$ cat config.mk
export PLATFORM = sky130hd
export DESIGN_NAME = exe_arbiter
export DESIGN_NICKNAME = d
export VERILOG_FILES = /design/src/rtl/exe_pkg.sv /design/src/rtl/exe_unit.sv /design/src/rtl/exe_arbiter.sv
export SDC_FILE = /design/constraint.sdc
export NUM_CORES = 1
export LEC_CHECK = 0
export CORE_UTILIZATION = 47
export DETAILED_ROUTE_END_ITERATION = 8
export MAX_ROUTING_LAYER = met4
export PLACE_DENSITY = 0.75
export SLEW_MARGIN = 15
export SYNTH_ARGS = -nofsm -noshare
export SYNTH_HDL_FRONTEND = slang
export SYNTH_SLANG_ARGS = --single-unit
export TNS_END_PERCENT = 5
$ cat constraint.sdc
create_clock -name i_clk -period 3.1 [get_ports i_clk]
set_clock_uncertainty 0.2 [all_clocks]
set_input_delay 0.62 -clock i_clk [delete_from_list [all_inputs] [get_ports i_clk]]
set_output_delay 0.62 -clock i_clk [all_outputs]
set_load 0.005 [all_outputs]
$ cat src/rtl/exe_pkg.sv
// Shared types and constants for the exe_arbiter / exe_unit slice.
// Opcodes outside OP_ADD..OP_SHR make exe_unit pass argA through.
package exe_pkg;

   localparam int M_DEF = 8;
   localparam int N_DEF = 4;

   localparam int OP_ADD = 0;
   localparam int OP_SUB = 1;
   localparam int OP_AND = 2;
   localparam int OP_OR  = 3;
   localparam int OP_XOR = 4;
   localparam int OP_NOT = 5;
   localparam int OP_SHL = 6;
   localparam int OP_SHR = 7;

   typedef struct packed {
      logic vf;
      logic pf;
      logic bf;
      logic zf;
   } flags_t;

   typedef enum logic [1:0] {
      IDLE,
      EXEC,
      RESP
   } arb_state_t;

   typedef logic gid_t;

endpackage

$ cat src/rtl/exe_unit.sv
// Combinational ALU shared by both requesters of exe_arbiter.
// BF is carry/borrow (or the bit shifted out), PF is set for an even number of ones.
module exe_unit
   import exe_pkg::*;
#(
   parameter int M = M_DEF,
   parameter int N = N_DEF
) (
   input  logic [M-1:0] i_argA,
   input  logic [M-1:0] i_argB,
   input  logic [N-1:0] i_oper,
   output logic [M-1:0] o_result,
   output logic         o_ZF,
   output logic         o_BF,
   output logic         o_PF,
   output logic         o_VF
);

   logic [M:0]   ext;
   logic [M-1:0] result;
   logic         bf;
   logic         vf;

   always_comb begin
      ext    = '0;
      result = i_argA;
      bf     = 1'b0;
      vf     = 1'b0;
      case (i_oper)
         N'(OP_ADD): begin
            ext    = {1'b0, i_argA} + {1'b0, i_argB};
            result = ext[M-1:0];
            bf     = ext[M];
            vf     = (i_argA[M-1] == i_argB[M-1]) && (result[M-1] != i_argA[M-1]);
         end
         N'(OP_SUB): begin
            // The borrow appears as the wrapped top bit of the widened difference.
            ext    = {1'b0, i_argA} - {1'b0, i_argB};
            result = ext[M-1:0];
            bf     = ext[M];
            vf     = (i_argA[M-1] != i_argB[M-1]) && (result[M-1] != i_argA[M-1]);
         end
         N'(OP_AND): result = i_argA & i_argB;
         N'(OP_OR):  result = i_argA | i_argB;
         N'(OP_XOR): result = i_argA ^ i_argB;
         N'(OP_NOT): result = ~i_argA;
         N'(OP_SHL): begin
            result = {i_argA[M-2:0], 1'b0};
            bf     = i_argA[M-1];
         end
         N'(OP_SHR): begin
            result = {1'b0, i_argA[M-1:1]};
            bf     = i_argA[0];
         end
         default: result = i_argA;
      endcase
   end

   assign o_result = result;
   assign o_ZF     = (result == '0);
   assign o_BF     = bf;
   assign o_PF     = ~^result;
   assign o_VF     = vf;

endmodule

$ cat src/rtl/exe_arbiter.sv
// Round-robin arbiter sequencing two valid/ready requesters onto one exe_unit.
// One operation in flight: IDLE accepts, EXEC captures the ALU, RESP hands the result back.
module exe_arbiter
   import exe_pkg::*;
#(
   parameter int M = M_DEF,
   parameter int N = N_DEF
) (
   input  logic         i_clk,
   input  logic         i_rst,
   input  logic         i_req0_valid,
   output logic         o_req0_ready,
   input  logic [M-1:0] i_req0_argA,
   input  logic [M-1:0] i_req0_argB,
   input  logic [N-1:0] i_req0_oper,
   input  logic         i_req1_valid,
   output logic         o_req1_ready,
   input  logic [M-1:0] i_req1_argA,
   input  logic [M-1:0] i_req1_argB,
   input  logic [N-1:0] i_req1_oper,
   output logic         o_rsp0_valid,
   input  logic         i_rsp0_ready,
   output logic         o_rsp1_valid,
   input  logic         i_rsp1_ready,
   output logic [M-1:0] o_result,
   output logic [3:0]   o_flags,
   output logic         o_busy
);

   arb_state_t   state_q, state_d;
   gid_t         rr_q, rr_d;
   gid_t         grant_id;
   gid_t         gid_p0;
   logic         accept;
   logic         rsp_done;

   logic [M-1:0] arg_a_p0, arg_b_p0;
   logic [N-1:0] oper_p0;

   logic [M-1:0] alu_result;
   logic         alu_zf, alu_bf, alu_pf, alu_vf;
   flags_t       alu_flags;

   logic [M-1:0] result_p1;
   flags_t       flags_p1;

   // Reset gates every handshake output so a dropped operation never shows up.
   always_comb begin
      state_d      = state_q;
      rr_d         = rr_q;
      grant_id     = rr_q;
      accept       = 1'b0;
      rsp_done     = 1'b0;
      o_req0_ready = 1'b0;
      o_req1_ready = 1'b0;
      o_rsp0_valid = 1'b0;
      o_rsp1_valid = 1'b0;
      if (!i_rst) begin
         unique case (state_q)
            IDLE: begin
               if (i_req0_valid && i_req1_valid) begin
                  grant_id = rr_q;
               end else begin
                  grant_id = i_req1_valid;
               end
               if (i_req0_valid || i_req1_valid) begin
                  accept       = 1'b1;
                  o_req0_ready = !grant_id;
                  o_req1_ready = grant_id;
                  state_d      = EXEC;
               end
            end
            EXEC: state_d = RESP;
            RESP: begin
               o_rsp0_valid = !gid_p0;
               o_rsp1_valid = gid_p0;
               rsp_done     = gid_p0 ? i_rsp1_ready : i_rsp0_ready;
               // The pointer only moves once the response has been taken.
               if (rsp_done) begin
                  rr_d    = ~gid_p0;
                  state_d = IDLE;
               end
            end
            default: state_d = IDLE;
         endcase
      end
   end

   always_ff @(posedge i_clk) begin
      if (i_rst) begin
         state_q <= IDLE;
         rr_q    <= 1'b0;
      end else begin
         state_q <= state_d;
         rr_q    <= rr_d;
      end
   end

   // Stage p0: operands of the granted requester, sampled on the accept cycle only.
   always_ff @(posedge i_clk) begin
      if (accept) begin
         arg_a_p0 <= grant_id ? i_req1_argA : i_req0_argA;
         arg_b_p0 <= grant_id ? i_req1_argB : i_req0_argB;
         oper_p0  <= grant_id ? i_req1_oper : i_req0_oper;
         gid_p0   <= grant_id;
      end
   end

   exe_unit #(
      .M(M),
      .N(N)
   ) u_exe_unit (
      .i_argA   (arg_a_p0),
      .i_argB   (arg_b_p0),
      .i_oper   (oper_p0),
      .o_result (alu_result),
      .o_ZF     (alu_zf),
      .o_BF     (alu_bf),
      .o_PF     (alu_pf),
      .o_VF     (alu_vf)
   );

   assign alu_flags = '{vf: alu_vf, pf: alu_pf, bf: alu_bf, zf: alu_zf};

   // Stage p1: ALU output held stable for the whole RESP phase.
   always_ff @(posedge i_clk) begin
      if (i_rst) begin
         result_p1 <= '0;
         flags_p1  <= '0;
      end else if (state_q == EXEC) begin
         result_p1 <= alu_result;
         flags_p1  <= alu_flags;
      end
   end

   assign o_result = result_p1;
   assign o_flags  = flags_p1;
   assign o_busy   = (state_q != IDLE);

endmodule

==> impl_results.html, run 1 <==
<table>
<tr><th>Metric</th><th>Value</th></tr>
<tr><th colspan="2">Status</th></tr>
<tr><td>Outcome</td><td>finished, violations left</td></tr>
<tr><td>Failing checks</td><td>negative setup slack</td></tr>
<tr><th colspan="2">Setup path</th></tr>
<tr><td>Worst path arrival time</td><td>between 3 and 4 ns</td></tr>
<tr><td>Register-to-Register Path Depth</td><td>13</td></tr>
<tr><td>Crit-path max FO</td><td>8</td></tr>
<tr><td>R2r endpoint</td><td>o_flags[2]</td></tr>
<tr><td>Worst flop-to-flop path startpoint</td><td>arg_a_p0[5]</td></tr>
<tr><td>Register-to-register setup slack</td><td>-0.05 ns</td></tr>
<tr><td>Longest individual stage delay on the worst path</td><td>approximately 0.44 ns</td></tr>
<tr><td>Slowest cell on the critical path</td><td>edfxtp_1</td></tr>
<tr><td>Type of destination of the critical path</td><td>flip-flop</td></tr>
<tr><td>Critical path origin</td><td>arg_a_p0[5]</td></tr>
<tr><td>Element type at the critical path start</td><td>flip-flop</td></tr>
<tr><td>Worst setup path class</td><td>reg -&gt; reg</td></tr>
<tr><td>Worst setup path endpoint</td><td>o_flags[2]</td></tr>
<tr><td>Critical-path cell list</td><td>inv_1 -&gt; ha_2 -&gt; nor2_1 -&gt; o2111ai_2 -&gt; a31oi_2 -&gt; o21ai_0 -&gt; a2bb2oi_2 -&gt; o22ai_1 -&gt; ha_1 -&gt; xnor2_2 -&gt; xnor2_1 -&gt; nand2_1 -&gt; a21oi_1</td></tr>
<tr><td>Data required time at the worst endpoint</td><td>about 3.1 ns</td></tr>
<tr><th colspan="2">Floorplan</th></tr>
<tr><td>Width of the die</td><td>around 83 um</td></tr>
<tr><td>Top Ports</td><td>63</td></tr>
<tr><td>Area of the core region</td><td>6386 sq um</td></tr>
<tr><td>Vertical extent of the die</td><td>approximately 83 um</td></tr>
<tr><td>Initial core utilization</td><td>between 40% and 50%</td></tr>
<tr><td>Die footprint</td><td>between 6000 and 7000 sq um</td></tr>
<tr><td>Site Rows</td><td>29</td></tr>
<tr><th colspan="2">Placed design</th></tr>
<tr><td>IO Port Bufs</td><td>slightly above 60</td></tr>
<tr><td>Worst slack, placed</td><td>-0.1815 ns</td></tr>
<tr><td>Placed cell count</td><td>570</td></tr>
<tr><td>Weighted congestion at the end of routability-driven global placement</td><td>0.9793</td></tr>
<tr><td>Final HPWL DP</td><td>7219 um</td></tr>
<tr><th colspan="2">CTS</th></tr>
<tr><td>CTS Sinks</td><td>36</td></tr>
<tr><td>Number of buffers between clock root and the deepest sink</td><td>2</td></tr>
<tr><td>CTS Root Buffer Type</td><td>clkbuf_8</td></tr>
<tr><td>Number of clock buffers inserted by TritonCTS</td><td>5</td></tr>
<tr><td>Skew-Pair Late Insertion Delay</td><td>roughly 0.29 ns</td></tr>
<tr><td>Htree depth</td><td>2</td></tr>
<tr><td>Clk slew on worst S/H paths</td><td>0.07 ns</td></tr>
<tr><td>TritonCTS clock tree</td><td>done</td></tr>
<tr><th colspan="2">Timing</th></tr>
<tr><td>Fmax</td><td>around 320 MHz</td></tr>
<tr><td>Post-route clock period utilization</td><td>101.7%</td></tr>
<tr><td>Slew margin rel.</td><td>a little under half</td></tr>
<tr><td>Setup repair after global routing missed its margin</td><td>yes</td></tr>
<tr><td>Final hold violation count</td><td>0</td></tr>
<tr><td>Pins Over Slew Limit</td><td>0</td></tr>
<tr><td>Shortest clock period the worst path allows after layout</td><td>3.152 ns</td></tr>
<tr><td>Endpoints failing setup</td><td>1</td></tr>
<tr><td>Setup total negative slack</td><td>-0.05234 ns</td></tr>
<tr><td>Slew at the pin closest to its max-slew limit</td><td>0.7917 ns</td></tr>
<tr><td>Final setup slack of the worst path</td><td>-0.05234 ns</td></tr>
<tr><th colspan="2">Pwr</th></tr>
<tr><td>Maximum ir drop on the vdd rail</td><td>about 290 uV</td></tr>
<tr><td>Power per standard cell area</td><td>~400 nW/um^2</td></tr>
<tr><td>Static leakage</td><td>0.001920 uW</td></tr>
<tr><th colspan="2">Finish</th></tr>
<tr><td>Ant diodes</td><td>0</td></tr>
<tr><td>Final core occ</td><td>69.85%</td></tr>
<tr><td>Fill cell instance count of the final layout</td><td>540</td></tr>
<tr><td>Leading cell types in the layout, fill and taps excluded</td><td>nand2_1, buf_4, clkdlybuf4s50_1, inv_1, nor2_1</td></tr>
<tr><td>Area growth, synth to finish</td><td>43.23%</td></tr>
<tr><td>Final Non-Filler Cells</td><td>between 500 and 600</td></tr>
<tr><td>Most common library cell in the layout ignoring fill and taps</td><td>nand2_1</td></tr>
<tr><td>Net count of the finished layout</td><td>slightly below 600</td></tr>
<tr><td>Share of layout cells above drive strength 1</td><td>between 10% and 20%</td></tr>
<tr><th colspan="2">Hold path</th></tr>
<tr><td>Min-Delay Path Class</td><td>reg -&gt; reg</td></tr>
<tr><th colspan="2">Detailed routing</th></tr>
<tr><td>DR pass1 iterations</td><td>6</td></tr>
<tr><td>Number of design rule violations left after detail routing</td><td>0</td></tr>
<tr><td>Top layer used by detailed routing</td><td>met4</td></tr>
<tr><td>Length of routed met2 wiring</td><td>approximately 4700 um</td></tr>
<tr><td>Vias post-DR</td><td>3347</td></tr>
<tr><td>Met3 WL</td><td>about 480 um</td></tr>
<tr><td>Starting DRT DRC Count</td><td>~270</td></tr>
<tr><td>Total wire length</td><td>9331 um</td></tr>
<tr><td>Via density per instance</td><td>~5.7</td></tr>
<tr><td>Sum of routed wire segments on met1</td><td>around 3900 um</td></tr>
<tr><td>DRT antenna net count</td><td>0</td></tr>
<tr><td>Mean routed wirelength per cell</td><td>roughly 16 um</td></tr>
<tr><th colspan="2">Logic synthesis</th></tr>
<tr><td>Synthesized netlist net count</td><td>474</td></tr>
<tr><td>Number of instances in the synthesized netlist</td><td>between 300 and 400</td></tr>
<tr><td>Total of flip-flops plus latches after synthesis</td><td>36</td></tr>
<tr><td>Syn avg cell area</td><td>around 7.8 sq um</td></tr>
<tr><td>Number of enable-type register cells in the synthesized netlist</td><td>21</td></tr>
<tr><td>Synth Warn #</td><td>0</td></tr>
<tr><td>Post-Synthesis Cell Area</td><td>between 3000 and 4000 sq um</td></tr>
<tr><td>Portion of the post-synthesis area used by sequential elements</td><td>about 30%</td></tr>
<tr><td>Most used flip-flop cell after synthesis</td><td>edfxtp_1</td></tr>
<tr><td>Distinct cell type count after synthesis</td><td>54</td></tr>
<tr><td>Async set-or-reset flop fraction in the synthesized netlist</td><td>0%</td></tr>
<tr><th colspan="2">Global routing</th></tr>
<tr><td>GRT overflow</td><td>0</td></tr>
<tr><td>Wire length of the first global-routing pass</td><td>roughly 15000 um</td></tr>
<tr><td>Number of global-route vias before repair</td><td>roughly 3200</td></tr>
<tr><td>Antenna violations before repair</td><td>0</td></tr>
<tr><td>Pin count of the biggest net entering global routing</td><td>25</td></tr>
<tr><td>Aggregate global-route resource usage</td><td>~28%</td></tr>
<tr><th colspan="2">Flow run</th></tr>
<tr><td>Maximum Capacitance Violations</td><td>0</td></tr>
</table>
==> Yosys cell counts (all sizes together) (3+ instances only) <==
cell / instances / area share [%]
nand2: 83 / 10
inv: 29 / 3.5
nand2b: 7 / 1.4
a32o: 3 / 0.96
a31oi: 4 / 0.80
nand3: 6 / 0.96
o21ai: 24 / 3.9
a21oi: 20 / 3.2
a221o: 3 / 0.96
clkbuf: 14 / 1.7
o211ai: 5 / 1.2
dfxtp: 15 / 9.6
a211oi: 10 / 2.4
edfxtp: 21 / 20
nor2: 29 / 3.5
o31ai: 6 / 1.4
nor3: 11 / 1.8
a211o: 3 / 0.84
mux2i: 5 / 1.6
o22ai: 7 / 1.4
xnor2: 5 / 1.4
nor2b: 6 / 1.2
nor4: 4 / 0.80
buf: 8 / 1.2
ha: 29 / 12
a22o: 3 / 0.84
a21o: 3 / 0.72
==> logic make-up (layout without fill, tap and decap cells) <==
group           count (synthesis)  after routing  synth area share [%]
compound gates                109            109                 23.95
xor+xnor                        6              6                 1.687
fa+ha+maj                      31             31                 12.94
buf+inv                        51            163                 6.428
flops                          36             36                 29.89
mux                             7              7                 3.053
simple gates                  157            157                 22.06
==> flip-flops by register name (all words and copies together), names as in the netlist <==
register / flops
o_result: 8
arg_a_p0: 8
rr_q: 1
oper_p0: 4
arg_b_p0: 8
state_q: 2
o_flags: 4
gid_p0: 1
==> repair_timing <==
action / in CTS / in global routing
buffers inserted: 8 / 0
endpoints found under the setup margin: 1 / 4
endpoints found under the hold margin: 0 / 0
hold buffers: 0 / 0
pin swaps: 10 / 6
gates resized for setup: 20 / 13
==> worst min-delay path by stage <==
stage	from	to	slack, ns	cells past startpoint
6_report	o_result[2]	o_result[2]	0.26	2
5_1_grt	o_result[2]	o_result[2]	0.29	2
4_1_cts	o_result[2]	o_result[2]	0.27	2
3_5_place_dp	o_result[2]	o_result[2]	0.26	2
3_3_place_gp	o_result[2]	o_result[2]	0.25	2
2_1_floorplan	o_flags[2]	o_flags[2]	0.25	2
==> metrics by stage <==
stage	cell area [sq um]	total power, uW	hold slack (ns)
floorplan	3114	1017	0.2482
global placement	4160	1312	0.2541
detailed placement	4160	1329	0.2575
CTS	4385	1726	0.2661
global route	4461	1874	0.2896
finish	4461	1768	0.2612
==> per-layer routing <==
| layer | vias up | GRT usage, % |
|---|---|---|
| met3 | 31 | 3.877 |
| met4 | 0 | 10.82 |
| met1 | 1549 | 34.55 |
| met2 | 131 | 48.06 |
| li1 | 1636 | - |
| met5 | - | - |
==> worst max-delay path, delay by kind of cell (launching register included) <==
family | cells | cell delay [ns]
AND/OR/NAND/NOR | 2 | 0.26
adder cells (fa/ha/maj) | 2 | 0.69
buffers and inverters | 1 | 0.13
flip-flops | 1 | 0.44
AO/OA/AOI/OAI | 6 | 1.04
XOR/XNOR | 2 | 0.33
==> final cells by class <==
type	count	area [sq um]	share of cell area, %
Clock buffer	7	86.33	1.935
Clock inverter	1	6.256	0.1403
Inverter	29	108.9	2.440
Multi-Input combinational cell	310	2131	47.77
Sequential cell	36	930.9	20.87
Tap cell	77	96.34	2.160
Timing Repair Buffer	126	1101	24.68
==> where the power goes <==
group          switching (uW)  internal (uW)
clock                     172            181
combinational             401            415
sequential               40.4            559
Power figures use the tool's default switching activity.
==> run 2, diff against run 1 <==
--- a/config.mk
+++ b/config.mk
@@ -5,10 +5,12 @@
 export SDC_FILE = /design/constraint.sdc
 export NUM_CORES = 1
 export LEC_CHECK = 0
+export CORE_MARGIN = 3
 export CORE_UTILIZATION = 47
 export DETAILED_ROUTE_END_ITERATION = 8
 export MAX_ROUTING_LAYER = met4
 export PLACE_DENSITY = 0.75
+export SKIP_CTS_REPAIR_TIMING = 1
 export SLEW_MARGIN = 15
 export SYNTH_ARGS = -nofsm -noshare
 export SYNTH_HDL_FRONTEND = slang
==> impl_results.html, run 2 (synthesis results as in run 1) <==
<table>
<tr><th>Metric</th><th>Value</th></tr>
<tr><th colspan="2">Global routing</th></tr>
<tr><td>Wire length of the first global-routing pass</td><td>approximately 15000 um</td></tr>
<tr><td>Aggregate global-route resource usage</td><td>between 20% and 30%</td></tr>
<tr><td>Number of global-route vias before repair</td><td>~3200</td></tr>
<tr><td>Pin count of the biggest net entering global routing</td><td>25</td></tr>
<tr><td>GRT overflow</td><td>0</td></tr>
<tr><td>Antenna violations before repair</td><td>0</td></tr>
<tr><th colspan="2">CTS</th></tr>
<tr><td>CTS Sinks</td><td>36</td></tr>
<tr><td>Htree depth</td><td>2</td></tr>
<tr><td>TritonCTS clock tree</td><td>done</td></tr>
<tr><td>CTS Root Buffer Type</td><td>clkbuf_8</td></tr>
<tr><td>Clk slew on worst S/H paths</td><td>roughly 0.080 ns</td></tr>
<tr><td>Skew-Pair Late Insertion Delay</td><td>~0.30 ns</td></tr>
<tr><td>Number of clock buffers inserted by TritonCTS</td><td>5</td></tr>
<tr><td>Number of buffers between clock root and the deepest sink</td><td>2</td></tr>
<tr><th colspan="2">Timing</th></tr>
<tr><td>Post-route clock period utilization</td><td>100.8%</td></tr>
<tr><td>Fmax</td><td>~320 MHz</td></tr>
<tr><td>Slew at the pin closest to its max-slew limit</td><td>~0.87 ns</td></tr>
<tr><td>Final setup slack of the worst path</td><td>-0.02511 ns</td></tr>
<tr><td>Setup total negative slack</td><td>-0.02511 ns</td></tr>
<tr><td>Slew margin rel.</td><td>41.98%</td></tr>
<tr><td>Final hold violation count</td><td>0</td></tr>
<tr><td>Setup repair after global routing missed its margin</td><td>yes</td></tr>
<tr><td>Shortest clock period the worst path allows after layout</td><td>between 3 and 4 ns</td></tr>
<tr><td>Pins Over Slew Limit</td><td>0</td></tr>
<tr><td>Endpoints failing setup</td><td>1</td></tr>
<tr><th colspan="2">Placed design</th></tr>
<tr><td>Final HPWL DP</td><td>roughly 7600 um</td></tr>
<tr><td>Placed cell count</td><td>573</td></tr>
<tr><td>Weighted congestion at the end of routability-driven global placement</td><td>0.9535</td></tr>
<tr><td>Worst slack, placed</td><td>-0.2273 ns</td></tr>
<tr><td>IO Port Bufs</td><td>62</td></tr>
<tr><td>Placed standard-cell area</td><td>around 4200 sq um</td></tr>
<tr><th colspan="2">Detailed routing</th></tr>
<tr><td>Via density per instance</td><td>~5.7</td></tr>
<tr><td>DRT antenna net count</td><td>0</td></tr>
<tr><td>Total wire length</td><td>roughly 10000 um</td></tr>
<tr><td>Met3 WL</td><td>around 500 um</td></tr>
<tr><td>Number of design rule violations left after detail routing</td><td>0</td></tr>
<tr><td>Length of routed met2 wiring</td><td>roughly 5000 um</td></tr>
<tr><td>Mean routed wirelength per cell</td><td>between 15 and 20 um</td></tr>
<tr><td>Starting DRT DRC Count</td><td>230</td></tr>
<tr><td>Top layer used by detailed routing</td><td>met4</td></tr>
<tr><td>Sum of routed wire segments on met1</td><td>roughly 4100 um</td></tr>
<tr><td>DR pass1 iterations</td><td>4</td></tr>
<tr><td>Vias post-DR</td><td>3385</td></tr>
<tr><th colspan="2">Pwr</th></tr>
<tr><td>Power per standard cell area</td><td>406.6 nW/um^2</td></tr>
<tr><td>Static leakage</td><td>0.001936 uW</td></tr>
<tr><td>Maximum ir drop on the vdd rail</td><td>between 200 and 250 uV</td></tr>
<tr><th colspan="2">Finish</th></tr>
<tr><td>Area growth, synth to finish</td><td>45.16%</td></tr>
<tr><td>Ant diodes</td><td>0</td></tr>
<tr><td>Fill cell instance count of the final layout</td><td>about 510</td></tr>
<tr><td>Share of layout cells above drive strength 1</td><td>a little over a fifth</td></tr>
<tr><td>Leading cell types in the layout, fill and taps excluded</td><td>nand2_1, buf_4, clkdlybuf4s50_1, nor2_1, inv_1</td></tr>
<tr><td>Final Non-Filler Cells</td><td>about 590</td></tr>
<tr><td>Most common library cell in the layout ignoring fill and taps</td><td>nand2_1</td></tr>
<tr><td>Final core occ</td><td>~71%</td></tr>
<tr><td>Net count of the finished layout</td><td>just under 600</td></tr>
<tr><td>Post-route standard cell area excluding fillers</td><td>between 4000 and 5000 sq um</td></tr>
<tr><th colspan="2">Floorplan</th></tr>
<tr><td>Area of the core region</td><td>6386 sq um</td></tr>
<tr><td>Top Ports</td><td>63</td></tr>
<tr><td>Die footprint</td><td>7639 sq um</td></tr>
<tr><td>Site Rows</td><td>29</td></tr>
<tr><td>Width of the die</td><td>~87 um</td></tr>
<tr><td>Vertical extent of the die</td><td>between 80 and 90 um</td></tr>
<tr><td>Initial core utilization</td><td>between 40% and 50%</td></tr>
<tr><th colspan="2">Setup path</th></tr>
<tr><td>R2r endpoint</td><td>o_flags[2]</td></tr>
<tr><td>Crit-path max FO</td><td>8</td></tr>
<tr><td>Worst setup path class</td><td>reg -&gt; reg</td></tr>
<tr><td>Element type at the critical path start</td><td>flip-flop</td></tr>
<tr><td>Register-to-Register Path Depth</td><td>13</td></tr>
<tr><td>Worst flop-to-flop path startpoint</td><td>arg_b_p0[5]</td></tr>
<tr><td>Worst path arrival time</td><td>3.15 ns</td></tr>
<tr><td>Type of destination of the critical path</td><td>flip-flop</td></tr>
<tr><td>Register-to-register setup slack</td><td>-0.03 ns</td></tr>
<tr><td>Data required time at the worst endpoint</td><td>~3.1 ns</td></tr>
<tr><th colspan="2">Hold path</th></tr>
<tr><td>Hold Path Cell Cnt</td><td>2</td></tr>
<tr><td>Worst Min Path Start</td><td>o_result[1]</td></tr>
<tr><td>Hold Path Sink</td><td>o_result[1]</td></tr>
<tr><td>Min-Delay Path Class</td><td>reg -&gt; reg</td></tr>
<tr><th colspan="2">Status</th></tr>
<tr><td>Failing checks</td><td>negative setup slack</td></tr>
<tr><td>Outcome</td><td>finished, violations left</td></tr>
<tr><th colspan="2">Flow run</th></tr>
<tr><td>Maximum Capacitance Violations</td><td>0</td></tr>
</table>
==> run 2: report_power, final <==
group / internal, uW / switching (uW) / total [uW]
combinational: 413 / 413 / 827
clock: 239 / 177 / 416
sequential: 559 / 36.8 / 596
total: 1210 / 627 / 1840
==> run 2: cell type report <==
class,instances,area [sq um],area share (%)
clock inverters,2,35.03,0.7750
repair buffers,129,1131,25.02
well taps,77,96.34,2.131
clock buffers,6,72.57,1.605
inverters,29,108.9,2.408
flip-flops and latches,36,930.9,20.59
multi-input cells,310,2146,47.47
==> run 2: how the worst max path moves through the flow <==
| stage | to | start | slack (ns) | cells past startpoint |
|---|---|---|---|---|
| floorplan | o_flags[2] | arg_a_p0[0] | 0.02 | 13 |
| global placement | o_flags[2] | arg_a_p0[4] | -0.09 | 14 |
| detailed placement | o_flags[2] | arg_a_p0[1] | -0.23 | 14 |
| CTS | o_flags[2] | arg_a_p0[1] | -0.26 | 14 |
| global route | o_flags[2] | arg_a_p0[1] | -0.26 | 12 |
| finish | o_flags[2] | arg_b_p0[5] | -0.03 | 13 |
==> run 2: through the flow <==
stage | hold slack [ns] | power [uW]
6_report | 0.2719 | 1838
5_1_grt | 0.2911 | 1945
3_3_place_gp | 0.2557 | 1319
3_5_place_dp | 0.2486 | 1337
2_1_floorplan | 0.2482 | 1017
4_1_cts | 0.2594 | 1743
==> run 2: worst max-delay path: stages (launching register included) <==
cell       delay [ns]
edfxtp_1         0.45
inv_1            0.13
ha_2             0.35
nor2_4           0.16
o2111ai_2        0.17
a31oi_2          0.25
o21ai_1          0.12
a2bb2oi_2        0.23
o22ai_1          0.14
ha_1             0.35
xnor2_2          0.15
xnor2_1          0.15
nand2_1          0.08
a21oi_2          0.12
==> run 2: layer usage <==
metal | vias to the layer above | track usage [%]
met1 | 1598 | 32.15
li1 | 1641 | -
met5 | - | -
met3 | 19 | 3.217
met4 | 0 | 10.60
met2 | 127 | 43.15
